### src/rtl/pipelined_adder_pkg.sv
// Shared constants and the slice-add helper for the pipelined add/subtract unit.
// Optional signed-overflow output is enabled by defining PIPE_ADDER_OVF_EN.
package pipelined_adder_pkg;

  localparam int unsigned WIDTH_DEF  = 16;
  localparam int unsigned STAGES_DEF = 4;
  // Widest carry slice the helper supports; slices are zero-extended to this.
  localparam int unsigned MAX_CHUNK  = 64;

  localparam logic OP_ADD = 1'b0;
  localparam logic OP_SUB = 1'b1;

  // Returns {cout, sum}; with zero-extended operands the carry out of a
  // CHUNK-bit slice appears at bit CHUNK of the result.
  function automatic logic [MAX_CHUNK:0] chunk_add(
    input logic [MAX_CHUNK-1:0] a,
    input logic [MAX_CHUNK-1:0] b,
    input logic                 cin
  );
    chunk_add = {1'b0, a} + {1'b0, b} + {{MAX_CHUNK{1'b0}}, cin};
  endfunction

endpackage

### src/rtl/pipelined_adder_stage.sv
// One carry slice of the pipelined adder: sums slice IDX and registers the
// operands, partial sum, carry and valid bit (plus overflow with PIPE_ADDER_OVF_EN).
module adder_stage
  import pipelined_adder_pkg::*;
#(
  parameter int unsigned WIDTH = WIDTH_DEF,
  parameter int unsigned CHUNK = WIDTH_DEF / STAGES_DEF,
  parameter int unsigned IDX   = 0
) (
  input  logic             clk,
  input  logic             rst_n,
  input  logic             en,
  input  logic             src_valid,
  input  logic [WIDTH-1:0] src_a,
  input  logic [WIDTH-1:0] src_b,
  input  logic [WIDTH-1:0] src_sum,
  input  logic             src_carry,
  output logic             valid,
  output logic [WIDTH-1:0] a,
  output logic [WIDTH-1:0] b,
  output logic [WIDTH-1:0] sum,
  output logic             carry
`ifdef PIPE_ADDER_OVF_EN
  ,
  output logic             ovf
`endif
);

  logic [MAX_CHUNK-1:0] a_ext_s;
  logic [MAX_CHUNK-1:0] b_ext_s;
  logic [MAX_CHUNK:0]   res_s;
  logic [WIDTH-1:0]     sum_nxt_s;

  // Slice sum merged into the partial result carried from earlier stages.
  always_comb begin
    a_ext_s = '0;
    b_ext_s = '0;
    a_ext_s[CHUNK-1:0] = src_a[IDX*CHUNK +: CHUNK];
    b_ext_s[CHUNK-1:0] = src_b[IDX*CHUNK +: CHUNK];
    res_s     = chunk_add(a_ext_s, b_ext_s, src_carry);
    sum_nxt_s = src_sum;
    sum_nxt_s[IDX*CHUNK +: CHUNK] = res_s[CHUNK-1:0];
  end

  // Stage registers; they all move together under the global advance enable.
  always_ff @(posedge clk or negedge rst_n) begin
    if (!rst_n) begin
      valid <= 1'b0;
      a     <= '0;
      b     <= '0;
      sum   <= '0;
      carry <= 1'b0;
    end else if (en) begin
      valid <= src_valid;
      a     <= src_a;
      b     <= src_b;
      sum   <= sum_nxt_s;
      carry <= res_s[CHUNK];
    end
  end

`ifdef PIPE_ADDER_OVF_EN
  // Only the last stage's value is meaningful: by then sum_nxt_s holds the final MSB.
  always_ff @(posedge clk or negedge rst_n) begin
    if (!rst_n) begin
      ovf <= 1'b0;
    end else if (en) begin
      ovf <= (src_a[WIDTH-1] == src_b[WIDTH-1]) && (sum_nxt_s[WIDTH-1] != src_a[WIDTH-1]);
    end
  end
`endif

endmodule

### src/rtl/pipelined_adder.sv
// Pipelined WIDTH-bit add/subtract unit, one carry slice per stage, valid/ready handshake.
// Define PIPE_ADDER_OVF_EN to add the registered signed-overflow output out_ovf.
module pipelined_adder
  import pipelined_adder_pkg::*;
#(
  parameter int unsigned WIDTH  = WIDTH_DEF,
  parameter int unsigned STAGES = STAGES_DEF
) (
  input  logic             clk,
  input  logic             rst_n,
  input  logic             in_valid,
  output logic             in_ready,
  input  logic [WIDTH-1:0] in_a,
  input  logic [WIDTH-1:0] in_b,
  input  logic             in_cin,
  input  logic             in_sub,
  output logic             out_valid,
  input  logic             out_ready,
  output logic [WIDTH-1:0] out_sum,
  output logic             out_cout
`ifdef PIPE_ADDER_OVF_EN
  ,
  output logic             out_ovf
`endif
);

  localparam int unsigned CHUNK = WIDTH / STAGES;

  logic             advance_s;
  logic [STAGES:0]  valid_c;
  logic [STAGES:0]  carry_c;
  logic [WIDTH-1:0] a_c   [STAGES+1];
  logic [WIDTH-1:0] b_c   [STAGES+1];
  logic [WIDTH-1:0] sum_c [STAGES+1];
`ifdef PIPE_ADDER_OVF_EN
  logic [STAGES-1:0] ovf_c;
`endif

  // Global stall: nothing moves while a result waits on the consumer.
  assign advance_s = ~out_valid | out_ready;
  assign in_ready  = advance_s;

  // Subtraction is A + ~B + 1.
  assign valid_c[0] = in_valid;
  assign a_c[0]     = in_a;
  assign b_c[0]     = (in_sub == OP_SUB) ? ~in_b : in_b;
  assign sum_c[0]   = '0;
  assign carry_c[0] = (in_sub == OP_SUB) ? 1'b1 : in_cin;

  for (genvar k = 0; k < STAGES; k++) begin : g_stage
    adder_stage #(
      .WIDTH (WIDTH),
      .CHUNK (CHUNK),
      .IDX   (k)
    ) u_stage (
      .clk       (clk),
      .rst_n     (rst_n),
      .en        (advance_s),
      .src_valid (valid_c[k]),
      .src_a     (a_c[k]),
      .src_b     (b_c[k]),
      .src_sum   (sum_c[k]),
      .src_carry (carry_c[k]),
      .valid     (valid_c[k+1]),
      .a         (a_c[k+1]),
      .b         (b_c[k+1]),
      .sum       (sum_c[k+1]),
      .carry     (carry_c[k+1])
`ifdef PIPE_ADDER_OVF_EN
      ,
      .ovf       (ovf_c[k])
`endif
    );
  end

  // The last stage's registers are the output registers.
  assign out_valid = valid_c[STAGES];
  assign out_sum   = sum_c[STAGES];
  assign out_cout  = carry_c[STAGES];
`ifdef PIPE_ADDER_OVF_EN
  assign out_ovf   = ovf_c[STAGES-1];
`endif

endmodule

### config.mk
export PLATFORM = sky130hd
export DESIGN_NAME = pipelined_adder
export DESIGN_NICKNAME = d
export VERILOG_FILES = /design/src/rtl/pipelined_adder_pkg.sv /design/src/rtl/pipelined_adder_stage.sv /design/src/rtl/pipelined_adder.sv
export SDC_FILE = /design/constraint.sdc
export NUM_CORES = 1
export LEC_CHECK = 0
export ABC_AREA = 1
export CAP_MARGIN = 40
export CORE_MARGIN = 5
export CORE_UTILIZATION = 45
export DETAILED_ROUTE_END_ITERATION = 8
export DONT_BUFFER_PORTS = 1
export PLACE_DENSITY_LB_ADDON = 0.2
export SETUP_SLACK_MARGIN = 0.2
export SLEW_MARGIN = 20
export SYNTH_ARGS = -nofsm -noshare
export SYNTH_HDL_FRONTEND = slang
export SYNTH_HIERARCHICAL = 1
export SYNTH_SLANG_ARGS = --single-unit
### constraint.sdc
create_clock -name clk -period 2.8 [get_ports clk]
set_input_delay 0.56 -clock clk [delete_from_list [all_inputs] [get_ports clk]]
set_output_delay 0.56 -clock clk [all_outputs]
set_load 0.01 [all_outputs]
Word level (Yosys, flattened, before mapping)
Index checks and enable logic that the tools add are counted.

cells by class
  multiplexer cells = 2
  add/sub/neg operators = 8
  bitwise operators = 3

operators by type and width
  cell                                    number
  4-bit by 4-bit adder with 5-bit output  4
  5-bit by 1-bit adder with 5-bit output  4
  16-bit 2-to-1 mux                       1
  16-bit NOT                              1
  1-bit 2-to-1 mux                        1
  1-bit NOT                               1
  1-bit OR                                1

word-level totals
  bits of input ports = 38
  register bits after elaboration = 144
  logic and storage cells = 31
  output and inout port bits = 19

Depth between registers and ports, before layout
Gate-level depths: netlist (run 1).

  word-level depth = 4
  mapped depth = 10
  depth with buffers taken out = 9

By module
The synthesis (run 1) kept the hierarchy.

by module, submodules not included
  module           area each (um^2)  instances  sequential area each (um^2)  cells each
  adder_stage      2084.5            4          1251.2                       229
  pipelined_adder  314.1             1          0.0                          72

Worst setup path after synthesis (run 1)
Ideal clock, no wire load.

  path kind = input-to-reg
  from = input port in_sub
  to = register g_stage[0].u_stage.sum[1]
  stages = 6
  setup slack = 826 ps
  data arrival time = 1898 ps
  path buffers = 1
  setup time = 76 ps
  path through = buf_6 > or2_1 > fa_1 > inv_1 > fa_1 > o21ai_1

on the way
  elaborated cells on any way between the ends = 4
  classes of those cells = 2 x add/sub; 2 x mux

RTL lines
  what                                    RTL line                     RTL
  from (decl)                             pipelined_adder.sv:16        input logic in_sub,
  1-bit 2-to-1 mux                        pipelined_adder.sv:48        assign carry_c[0] = (in_sub == OP_SUB) ? 1'b1 : in_cin;
  named net carry_c[0]                    pipelined_adder.sv:31        logic [STAGES:0] carry_c;
  5-bit by 1-bit adder with 5-bit output  pipelined_adder_pkg.sv:20    chunk_add = {1'b0, a} + {1'b0, b} + {{MAX_CHUNK{1'b0}}, cin};
  to (signal assigned)                    pipelined_adder_stage.sv:57  sum <= sum_nxt_s;
  to (decl)                               pipelined_adder_stage.sv:21  output logic [WIDTH-1:0] sum,

The timed path passes the listed nets, and every way through them passes these cells.
A chain may end at the register's enable or synchronous reset.

Worst setup path in the final report (run 1)
  from = register g_stage[3].u_stage.valid
  to = output port in_ready

on the way
  longest elaborated chain between the ends = 2

RTL lines
  what                    RTL line                     RTL
  from (decl)             pipelined_adder_stage.sv:18  output logic valid,
  from (signal assigned)  pipelined_adder_stage.sv:54  valid <= src_valid;
  1-bit NOT               pipelined_adder.sv:40        assign advance_s = ~out_valid | out_ready;
  1-bit OR                pipelined_adder.sv:40
  to (decl)               pipelined_adder.sv:12        output logic in_ready,

Every way passes these cells.

==> flow_metrics.env, run 1 <==
export IMPL_grt_start_max_net_pins=97
export IMPL_dpl_hpwl_um=5820
export IMPL_antennaDiodeCount=0
export IMPL_cts_path_max_buffers=2
export IMPL_hold_ws_ns=-0.107
export IMPL_fp_dieH_um=113
export IMPL_antenna_found_initial=0
export IMPL_clk_latency_ns=0.35
export IMPL_yosysWarnings=6
export IMPL_h_tree_depth=3
export IMPL_fin_worst_skew_ns=0.00883
export IMPL_dr_pass1_iters=5
export IMPL_track_usage=0.141
export IMPL_tritoncts="done"
export IMPL_ioPinCount=57
export IMPL_fin_nets=606
export IMPL_stdcell_area_mm2=0.00474
export IMPL_drc=0
export IMPL_grt_pass1_wl_um=14900
export IMPL_hp_class="in -> async"
export IMPL_setup_viol=0
export IMPL_path_clk_slew_ns=0.09
export IMPL_crit_family="flip-flops"
export IMPL_tns_ns=0
export IMPL_vias=3186
export IMPL_syn_area_mm2=0.00480
export IMPL_post_cts_setup_buffers=0
export IMPL_final_antenna_net_count=0
export IMPL_hold_viol=96
export IMPL_cp_cell_sequence="nand2_4"
export IMPL_setup_worst_path_class="reg -> out"
export IMPL_drt_iter0_drc=254
export IMPL_start_util=0.463
export IMPL_crit_path_start_kind="flip-flop"
export IMPL_critPathArrivalTime_ns=1.27
export IMPL_postPlaceCellArea_mm2=0.00456
export IMPL_grt_pass1_vias=3202
export IMPL_worst_slew_margin_rel=0.631
export IMPL_syn_area_per_cell_um2=8.39
export IMPL_routabilityCongestion=0.789
export IMPL_numCtsBuffers=9
export IMPL_worstPathBufferInverterCount=0
export IMPL_dieWidth_um=113
export IMPL_dieArea_mm2=0.0128
export IMPL_period_minus_slack_ns=1.83
export IMPL_syn_nets=630
export IMPL_worstSetupEndpointType="primary output"
export IMPL_drive_gt1_frac=0.0417
export IMPL_status="finished with violations"
export IMPL_slowest_delay_ns=0.46
export IMPL_p_per_area_mw_per_mm2=1020
export IMPL_core_area_mm2=0.0104
export IMPL_via_per_inst=4.63
export IMPL_irDropWorstVdd_v=0.000378
export IMPL_power_leakage_nw=2.64
export IMPL_drt_wirelength_per_cell_um=12.2
export IMPL_areaGrowthSynthToFinish_pct=-1.15
export IMPL_crit_path_max_fanout=48
export IMPL_grt_overflow_total=0
export IMPL_violations="hold timing"
export IMPL_critical_path_slowest_cell="dfrtp_1"
export IMPL_worstPathRequired_ns=2.24
export IMPL_rsz0062_at_grt="false"
export IMPL_rows=37
export IMPL_period_share=0.653
export IMPL_synthCells=572
export IMPL_max_slew_worst_pin_slew_ns=0.552
export IMPL_clkSinkCount=96
export IMPL_slew_viol_final=0
export IMPL_cap_violations=0
export IMPL_portBuffers=0
export IMPL_max_freq_mhz=547
export IMPL_post_cts_resized=0
export IMPL_clockRootBuffer="clkbuf_8"
export IMPL_routed_wl_um=8400
-- state kept, by name, indices dropped and copies added, names as in the netlist --
name / cells
g_stage.u_stage/carry: 4
g_stage.u_stage/a: 24
g_stage.u_stage/valid: 4
g_stage.u_stage/b: 24
g_stage.u_stage/sum: 40
-- final cells by class --
| class | count | area [µm²] |
|---|---|---|
| fillers | 1082 | 5630 |
| flip-flops and latches | 96 | 2400 |
| multi-input cells | 394 | 1800 |
| inverters | 46 | 180 |
| well taps | 136 | 170 |
| clock buffers | 12 | 145 |
| clock inverters | 3 | 42.5 |
| repair buffers | 1 | 7.51 |
-- through the flow --
stage                     power (mW)  hold WS [ns]  worst slack, ns  instances  utilization
after global routing            5.31        -0.141            0.872        688        0.458
final                           4.83        -0.107            0.972        688        0.458
after floorplan                 3.86         0.264            0.826        572            -
after CTS                       4.89        -0.126            0.943        688        0.458
after global placement          3.93         0.268            0.923        673        0.439
after detailed placement        3.99         0.268            0.873        673        0.439
-- final timing paths --
| kind | startpoint | endpoint | slack [ns] | depth (start not counted) |
|---|---|---|---|---|
| hold / removal | rst_n | g_stage[3].u_stage/sum[1] | -0.11 | 0 |
| setup reg to reg | g_stage[3].u_stage/valid | g_stage[0].u_stage/carry | 1.05 | 4 |
| setup / recovery | g_stage[3].u_stage/valid | in_ready | 0.97 | 1 |
| hold reg to reg | g_stage[2].u_stage/sum[3] | g_stage[2].u_stage/sum[3] | 0.47 | 2 |
| max in group asynchronous | rst_n | g_stage[0].u_stage/a[4] | 2.77 | 0 |
| min in group clk | in_a[7] | g_stage[0].u_stage/a[7] | 0.32 | 2 |
-- cell usage in the layout (no fill, tap or decap), drive strengths merged --
| master | n |
|---|---|
| ha | 12 |
| buf | 1 |
| clkinv | 1 |
| nand3 | 16 |
| nand2 | 321 |
| bufinv | 1 |
| or2 | 1 |
| o21ai | 12 |
| inv | 46 |
| fa | 8 |
| dfrtp | 96 |
| a21oi | 8 |
| xor2 | 4 |
| clkinvlp | 1 |
| clkbuf | 12 |
| nor2 | 12 |
-- where the power goes --
| part | total [mW] | switching, mW | internal [mW] |
|---|---|---|---|
| Sequential | 2.41 | 0.429 | 1.98 |
| Clock | 0.886 | 0.453 | 0.433 |
| Combinational | 1.54 | 0.941 | 0.598 |
-- metal layers --
metal | GRT usage | part of all wire | vias to the layer above
li1 | - | - | 1648
met1 | 0.190 | 0.50 | 1457
met2 | 0.217 | 0.43 | 75
met3 | 0.0455 | 0.063 | 6
met4 | 0.0433 | 0.013 | 0
met5 | 0 | 0 | -
Note: power is estimated with default switching activity, not from simulation.
==> run 2: changes to the inputs <==
==> constraint.sdc (replaced) <==
create_clock -name clk -period 1.6 [get_ports clk]
set_input_delay 0.32 -clock clk [delete_from_list [all_inputs] [get_ports clk]]
set_output_delay 0.32 -clock clk [all_outputs]
set_load 0.01 [all_outputs]
==> run 2 against run 1 <==
  * The flow still finishes with violations (hold timing)
  * Largest cell class unchanged
  * Final area grew 4.0%
  * Setup slack lost 0.88 ns
  * Critical path type is now reg -> reg
  * Worst hold slack lost 0.25 ns
  * Register-to-register slack lost 0.96 ns
  * Sequential cell count is the same
  * Routed wire length grew 5.6%
  * Count of clock-buffer cells in the layout shrank 2
==> flow_metrics.env, run 2 (synthesis gave the netlist of run 1 again) <==
export IMPL_ff2ff_path_depth=4
export IMPL_rr_startpoint="g_stage[1].u_stage/a[8]"
export IMPL_power_leakage_nw=2.72
export IMPL_setup_worst_path_class="reg -> reg"
export IMPL_portBuffers=0
export IMPL_r2r_end="g_stage[2].u_stage/sum[9]"
export IMPL_layout_common_cells="317 x nand2_1, 95 x dfrtp_1, 38 x inv_1, 12 x nor2_1, 12 x ha_1"
export IMPL_routabilityCongestion=0.798
export IMPL_postPlaceCellArea_mm2=0.00460
export IMPL_vias=3191
export IMPL_place_ws_ns=-0.0206
export IMPL_hold_ws_ns=-0.355
export IMPL_dpl_hpwl_um=5990
export IMPL_dr_pass1_iters=5
export IMPL_path_clk_slew_ns=0.09
export IMPL_clkSinkCount=96
export IMPL_track_usage=0.144
export IMPL_irDropWorstVdd_v=0.000619
export IMPL_via_per_inst=4.56
export IMPL_dieWidth_um=113
export IMPL_critPathArrivalTime_ns=1.80
export IMPL_drive_gt1_frac=0.101
export IMPL_max_slew_worst_pin_slew_ns=0.511
export IMPL_hp_class="in -> async"
export IMPL_slew_viol_final=0
export IMPL_final_antenna_net_count=0
export IMPL_largest_reg_flops=40
export IMPL_drt_wirelength_per_cell_um=12.7
export IMPL_r2r_slack_ns=0.09
export IMPL_met2_wirelength_um=3960
export IMPL_tns_ns=0
export IMPL_dr_wl_met3_um=524
export IMPL_p_per_area_mw_per_mm2=1840
export IMPL_violations="hold timing"
export IMPL_dp_cells=677
export IMPL_grt_overflow_total=0
export IMPL_areaGrowthSynthToFinish_pct=2.84
export IMPL_numCtsBuffers=9
export IMPL_worstPathRequired_ns=1.89
export IMPL_crit_path_start_kind="flip-flop"
export IMPL_clk_latency_ns=0.36
export IMPL_drc=0
export IMPL_cap_violations=0
export IMPL_worst_slew_margin_rel=0.659
export IMPL_drt_iter0_drc=132
export IMPL_layout_commonest_cell="nand2_1"
export IMPL_clockRootBuffer="clkbuf_8"
export IMPL_ioPinCount=57
export IMPL_tritoncts="done"
export IMPL_wirelength_met1_um=4260
export IMPL_hold_viol=96
export IMPL_start_util=0.463
export IMPL_rsz0062_at_grt="true"
export IMPL_cts_path_max_buffers=2
export IMPL_core_area_mm2=0.0104
export IMPL_max_freq_mhz=664
export IMPL_setup_viol=0
export IMPL_antennaDiodeCount=0
export IMPL_setup_ws_ns=0.0933
export IMPL_grt_pass1_wl_um=14900
export IMPL_status="finished with violations"
export IMPL_crit_path_max_fanout=2
export IMPL_fin_nets=617
export IMPL_rows=37
export IMPL_routed_wl_um=8870
export IMPL_period_share=0.942
export IMPL_finalNonFillerCells=700
export IMPL_fp_dieH_um=113
export IMPL_fin_worst_skew_ns=0.00999
export IMPL_stdcell_area_mm2=0.00494
export IMPL_worstSetupEndpointType="flip-flop"
export IMPL_dieArea_mm2=0.0128
export IMPL_grt_start_max_net_pins=97
export IMPL_grt_pass1_vias=3150
export IMPL_fillCellCount=1061
export IMPL_top_regs="g_stage.u_stage/sum x40, g_stage.u_stage/a x24, g_stage.u_stage/b x24"
export IMPL_antenna_found_initial=0
export IMPL_routed_top_layer="met4"
export IMPL_period_minus_slack_ns=1.51
export IMPL_regMostFlops="g_stage.u_stage/sum"
export IMPL_h_tree_depth=3
run 2: changes by cell type in the layout (fill, tap and decap cells not counted), sizes merged:
cell | previous run | this run
clkinv | 1 | 3
nand2 | 321 | 322
bufinv | 1 | 2
buf | 1 | 11
clkbuf | 12 | 10
run 2: power by group:
part | internal (mW) | total [mW] | leakage (nW) | switching (mW)
clock network | 0.915 | 1.74 | 0.112 | 0.829
registers | 3.46 | 4.25 | 1.16 | 0.790
logic | 1.28 | 3.10 | 1.45 | 1.82
run 2: layout make-up:
cell class | instances | area (µm²) | share of cell area
tap | 136 | 170 | 0.0345
timing repair buffer | 11 | 86.3 | 0.0175
multi-input combinational | 395 | 1880 | 0.380
sequential | 96 | 2400 | 0.487
clock buffer | 10 | 138 | 0.0279
inverter | 46 | 180 | 0.0365
clock inverter | 6 | 82.6 | 0.0167
run 2: critical path, cell delays in order, from the launching register on:
cell and delay, ns:
dfrtp_1 0.42, fa_2 0.42, inv_2 0.07, fa_2 0.42, o21ai_1 0.12
run 2: per-stage QoR:
step,util,power [mW]
floorplan,-,6.78
global route,0.476,9.88
finish,0.476,9.10
CTS,0.468,8.95
global placement,0.443,6.93
detailed placement,0.443,7.09
run 2: repair_timing:
item	in CTS	in global routing
pin swaps	4	7
buffers inserted	4	2
gates cloned	1	0
setup endpoints to repair	34	42
endpoints found under the hold margin	96	96
gates resized for setup	1	16
run 2: per-layer routing:
metal / track usage / up-vias
li1: - / 1680
met2: 0.218 / 72
met3: 0.0481 / 9
met5: 0 / -
met1: 0.193 / 1430
met4: 0.0561 / 0
run 2: worst max path at each step:
stage	startpoint	to	slack, ns	depth (start not counted)
after floorplan	in_sub	g_stage[0].u_stage/sum[1]	-0.08	6
after global placement	in_sub	g_stage[0].u_stage/sum[1]	0.02	5
after detailed placement	in_sub	g_stage[0].u_stage/sum[1]	-0.02	5
after CTS	g_stage[1].u_stage/a[8]	g_stage[2].u_stage/sum[9]	0.11	4
after global routing	g_stage[0].u_stage/carry	g_stage[1].u_stage/carry	0.04	6
final	g_stage[1].u_stage/a[8]	g_stage[2].u_stage/sum[9]	0.09	4
